[src/rtl/peripheral_bus_pkg.sv]
// Shared constants for the memory-mapped peripheral window: register offsets,
// TCON bit positions and the default base address.
package peripheral_bus_pkg;

    localparam logic [31:0] BASE_ADDR_DEFAULT = 32'h4000_0000;

    // Byte offsets within the 32-byte window, with addr[1:0] forced to zero.
    localparam logic [4:0] TH_OFF      = 5'h00;
    localparam logic [4:0] TL_OFF      = 5'h04;
    localparam logic [4:0] TCON_OFF    = 5'h08;
    localparam logic [4:0] LED_OFF     = 5'h0C;
    localparam logic [4:0] SWITCH_OFF  = 5'h10;
    localparam logic [4:0] DIGI_OFF    = 5'h14;
    localparam logic [4:0] SYSTICK_OFF = 5'h18;

    localparam int unsigned TCON_EN = 0;
    localparam int unsigned TCON_IE = 1;
    localparam int unsigned TCON_ST = 2;

endpackage

[src/rtl/periph_timer.sv]
// Interval timer: TH reload, TL up-counter with optional prescaler, and TCON
// control/status. Overflow reloads TL from TH and latches a sticky status.
module periph_timer
    import peripheral_bus_pkg::*;
#(
    parameter int unsigned TICK_DIV = 1
) (
    input  logic        clk,
    input  logic        reset,
    input  logic        th_we,
    input  logic        tl_we,
    input  logic        tcon_we,
    input  logic [31:0] wdata,
    output logic [31:0] th,
    output logic [31:0] tl,
    output logic [2:0]  tcon,
    output logic        irqout
);

    logic [31:0] th_q, tl_q, presc_q;
    logic [2:0]  tcon_q;
    logic        tick, ovf;

    assign tick = tcon_q[TCON_EN] && (presc_q == 32'(TICK_DIV - 1));
    // A TL write in the overflow cycle cancels the whole overflow event.
    assign ovf  = tick && (tl_q == 32'hFFFF_FFFF) && !tl_we;

    always_ff @(posedge clk or posedge reset) begin
        if (reset) begin
            th_q    <= '0;
            tl_q    <= '0;
            tcon_q  <= '0;
            presc_q <= '0;
        end else begin
            if (!tcon_q[TCON_EN] || tick) begin
                presc_q <= '0;
            end else begin
                presc_q <= presc_q + 32'd1;
            end

            if (th_we) begin
                th_q <= wdata;
            end

            if (tl_we) begin
                tl_q <= wdata;
            end else if (ovf) begin
                tl_q <= th_q;
            end else if (tick) begin
                tl_q <= tl_q + 32'd1;
            end

            if (tcon_we) begin
                tcon_q <= wdata[2:0];
            end else if (ovf) begin
                tcon_q[TCON_ST] <= tcon_q[TCON_ST] | tcon_q[TCON_IE];
            end
        end
    end

    assign th     = th_q;
    assign tl     = tl_q;
    assign tcon   = tcon_q;
    assign irqout = tcon_q[TCON_IE] & tcon_q[TCON_ST];

endmodule

[src/rtl/peripheral_bus.sv]
// Memory-mapped I/O block: window decode, LED/7-seg outputs, synchronised
// switches, free-running systick and the interval timer.
module peripheral_bus
    import peripheral_bus_pkg::*;
#(
    parameter logic [31:0] BASE_ADDR = BASE_ADDR_DEFAULT,
    parameter int unsigned TICK_DIV  = 1
) (
    input  logic        clk,
    input  logic        reset,
    input  logic        rd,
    input  logic        wr,
    input  logic [31:0] addr,
    input  logic [31:0] wdata,
    output logic [31:0] rdata,
    input  logic [7:0]  switch,
    output logic [7:0]  led,
    output logic [11:0] digi,
    output logic        irqout
);

    logic        hit, we;
    logic [4:0]  offs;
    logic [7:0]  led_q, sw_meta_q, sw_sync_q;
    logic [11:0] digi_q;
    logic [31:0] systick_q, th, tl;
    logic [2:0]  tcon;
    logic        unused_addr;

    assign hit         = (addr[31:5] == BASE_ADDR[31:5]);
    assign offs        = {addr[4:2], 2'b00};
    assign we          = wr && hit;
    assign unused_addr = ^addr[1:0];

    periph_timer #(
        .TICK_DIV (TICK_DIV)
    ) u_timer (
        .clk     (clk),
        .reset   (reset),
        .th_we   (we && (offs == TH_OFF)),
        .tl_we   (we && (offs == TL_OFF)),
        .tcon_we (we && (offs == TCON_OFF)),
        .wdata   (wdata),
        .th      (th),
        .tl      (tl),
        .tcon    (tcon),
        .irqout  (irqout)
    );

    always_ff @(posedge clk or posedge reset) begin
        if (reset) begin
            led_q     <= '0;
            digi_q    <= '0;
            sw_meta_q <= '0;
            sw_sync_q <= '0;
            systick_q <= '0;
        end else begin
            sw_meta_q <= switch;
            sw_sync_q <= sw_meta_q;
            systick_q <= systick_q + 32'd1;
            if (we && (offs == LED_OFF)) begin
                led_q <= wdata[7:0];
            end
            if (we && (offs == DIGI_OFF)) begin
                digi_q <= wdata[11:0];
            end
        end
    end

    always_comb begin
        rdata = '0;
        if (rd && hit) begin
            case (offs)
                TH_OFF:      rdata = th;
                TL_OFF:      rdata = tl;
                TCON_OFF:    rdata = {29'd0, tcon};
                LED_OFF:     rdata = {24'd0, led_q};
                SWITCH_OFF:  rdata = {24'd0, sw_sync_q};
                DIGI_OFF:    rdata = {20'd0, digi_q};
                SYSTICK_OFF: rdata = systick_q;
                default:     rdata = '0;
            endcase
        end
    end

    assign led  = led_q;
    assign digi = digi_q;

endmodule

[config.mk]
export PLATFORM = sky130hd
export DESIGN_NAME = peripheral_bus
export DESIGN_NICKNAME = d
export VERILOG_FILES = /design/src/rtl/peripheral_bus_pkg.sv /design/src/rtl/periph_timer.sv /design/src/rtl/peripheral_bus.sv
export SDC_FILE = /design/constraint.sdc
export NUM_CORES = 1
export LEC_CHECK = 0
export BUFFER_PORTS_ARGS = -buffer_cell sky130_fd_sc_hd__buf_4
export CAP_MARGIN = 20
export CELL_PAD_IN_SITES_DETAIL_PLACEMENT = 1
export CELL_PAD_IN_SITES_GLOBAL_PLACEMENT = 2
export CORE_MARGIN = 5
export CORE_UTILIZATION = 30
export CTS_CLUSTER_SIZE = 16
export DETAILED_ROUTE_END_ITERATION = 8
export PLACE_DENSITY = 0.7
export SLEW_MARGIN = 10
export SYNTH_ARGS = -nofsm -noshare
export SYNTH_HDL_FRONTEND = slang
export SYNTH_SLANG_ARGS = --single-unit
[constraint.sdc]
create_clock -name clk -period 7.05 [get_ports clk]
set_input_delay 0.3525 -clock clk [delete_from_list [all_inputs] [get_ports clk]]
set_output_delay 0.3525 -clock clk [all_outputs]
set_load 0.01 [all_outputs]
==> metrics.cfg <==
[run_status]
status=finished, violations left
violations=negative hold slack

[placement]
place_hpwl_um=19900
port_buffers=126
place_congestion=0.777

[finish]
layout-drive-gt1-share=0.259
nets=1075
antenna_cells=0
fillCellCount=3309
area_delta_synth_final_pct=21.7

[setup_path]
cp-start-kind=primary input
reg2regPathDepth=8
r2r_slack_ns=4.20
regToRegStartpoint=u_timer.presc_q[0]
cp.arrival_ns=2.57
cp_max_fo=29
worstSetupStartpoint=addr[7]
r2r_end=u_timer.tl[6]
end_kind=output port
cp.required_ns=6.70
cp-endpoint=rdata[5]
criticalPathCategory=primary input to output port

[route]
drtPass1Iterations=4
first_iter_violations=364
vias=7296
via_per_inst=5.24
detail_route.wirelength_um=28000
drc_errors=0
drtAntennaViolNets=0
wl_per_cell_um=20.1

[logic_synthesis]
synthArstFlopShare=1.00
synthDistinctLibCells=62
synth_cells=888
syn_area_per_cell_um2=9.95
synth-seq-cells=167
ys.flop_type=dfrtp_1
yosysSeqAreaShare=0.473
synth_warnings=0
synth_nets=968
netlist_area_um2=8840
synth_edf_count=0

[floorplanning]
dieArea_um2=33000
die_w_um=182
initial_utilization=0.306
row_count=62
core_um2=28900
die-height_um=182
ios=129

[timing]
rsz0062_at_grt=no
fmax_mhz=342
finalSetupTns_ns=0
finalHoldViolations=10
finClkSkew_ns=0.0203
min_period_ns=2.93
slew_viol_final=0
hold-worst-slack_ns=-0.0138
tightest_slew_ns=1.02
fin_crit_sh=0.415
final-setup-viol-count=0
slew_headroom=0.319

[global_route]
grtUsageMet2=0.278
grt.busiest_layer=met2
grt_max_degree=69
track_usage=0.170
gr-usage-met1=0.237
grt_overflow=0
antenna_found_initial=0
grt_pass1_wl_um=44600
use_met3=0.0358
grt_pass1_vias=7648

[job]
cap_violations=0

[clock_tree]
cts.sinks=167
htreeDepth=4
cts_buffer_depth=2
numCtsBuffers=17
cts_tree=done
clkTransAtPathRegs_ns=0.08
insertion_delay_ns=0.44
cts.repair.resized=0
cts-root-buf=clkbuf_16

[pwr]
cellPowerDensity_nw_per_um2=188
leakagePower_nw=4.59
finalPower_mw=2.03
ir_drop_mv=0.131

[min_path]
hp-class=primary input to asynchronous set/reset pin

-- per-layer routing --
layer,up-vias,share of wire
li1,3450,-
met1,3741,0.48
met2,96,0.48
met3,9,0.037
met4,0,0.0058
met5,-,0
-- layout make-up --
type | count | area [um2] | area share
multi-input cells | 647 | 4340 | 0.403
well taps | 384 | 480 | 0.0447
repair buffers | 141 | 1080 | 0.101
clock buffers | 18 | 439 | 0.0408
clock inverters | 14 | 151 | 0.0141
inverters | 21 | 83.8 | 0.00780
flip-flops and latches | 167 | 4180 | 0.389
-- layout by cell type, fill, tap and decap left out, types with 3 or more instances in the layout --
cell           netlist  routed
o2111ai_1            3       3
a211oi_1             4       4
o21ai_2              3       3
a32oi_1              4       4
and4_1              11      11
nand3_1             49      49
nand4_1             21      21
mux2i_1              9       9
ha_1                 4       4
mux2_2              76      76
dfrtp_1            167     167
nor4_2               2       3
dlygate4sd3_1        0       6
clkbuf_16            0      17
o22ai_1              7       7
a31oi_1             10      10
a221oi_1             3       3
o21a_1               3       3
inv_6                0       6
inv_1               21      20
and3_1              21      21
nor3_1              13      13
buf_4                0     134
nand2_1             75      75
nor2_1              83      83
a22oi_1             41      41
xor2_1              31      31
o21ai_0             32      32
nand3b_1             4       4
inv_8                0       4
and2_1               6       5
o21ai_1              6       6
xnor2_1             32      32
or3_1                3       3
nor4_1              19      18
a21oi_1             37      37
-- worst max-delay path, stage by stage --
cell     delay, ns
buf_4         0.11
nor4_1        0.31
nand4_1       0.23
nor2_1        0.41
nand3_1       0.30
buf_4         0.33
nor2_1        0.33
buf_4         0.19
-- worst min-delay path by stage --
stage                         endpoint
global placement          sw_sync_q[3]
CTS                       sw_meta_q[2]
floorplan                 sw_sync_q[0]
global route              sw_meta_q[0]
finish              u_timer.presc_q[2]
detailed placement        sw_sync_q[3]
-- kinds of logic after synthesis --
logic type,Yosys count,share of synthesized area
AO/OA/AOI/OAI,173,0.128
adder cells (fa/ha/maj),4,0.00566
multiplexers,85,0.107
XOR/XNOR,63,0.0624
buffers and inverters,74,0.0371
AND/OR/NAND/NOR,322,0.187
flip-flops,167,0.473
-- Yosys cell counts (28+ instances only) --
cell	count	area, um2
clkbuf_1	28	105
nor2_1	83	312
a22oi_1	41	308
nand3_1	49	245
a21oi_1	37	185
dfrtp_1	167	4180
xnor2_1	32	280
mux2_2	76	856
xor2_1	31	272
o21ai_0	32	160
nand2_1	75	282
-- flip-flops by register name, indices dropped and copies added (netlist names) --
name / cells
systick_q: 32
u_timer.presc_q: 32
u_timer.th: 32
u_timer.tl: 32
digi: 12
led: 8
sw_meta_q: 8
sw_sync_q: 8
u_timer.tcon: 3
-- per-stage QoR --
step	utilization	area, um2	setup slack [ns]	std cells	hold slack [ns]
final	0.373	10800	4.12	1392	-0.0138
after global routing	0.373	10800	3.93	1392	0.00329
after CTS	0.371	10700	3.86	1389	0.00142
after detailed placement	0.350	10100	3.83	1353	0.336
after global placement	0.350	10100	3.84	1353	0.336
after floorplan	-	8840	2.18	888	0.331
-- what timing repair did --
action | 4_1_cts | 5_1_grt
hold buffers | 4 | 2
buffers inserted | 0 | 0
hold endpoints to repair | 4 | 2
-- report_power, final --
group | internal (mW) | leakage [nW] | switching (mW)
Sequential | 0.962 | 2.14 | 0.00133
Combinational | 0.0428 | 2.16 | 0.0582
Clock | 0.513 | 0.286 | 0.450
Total | 1.52 | 4.59 | 0.509
Power figures use the tool's default switching activity.
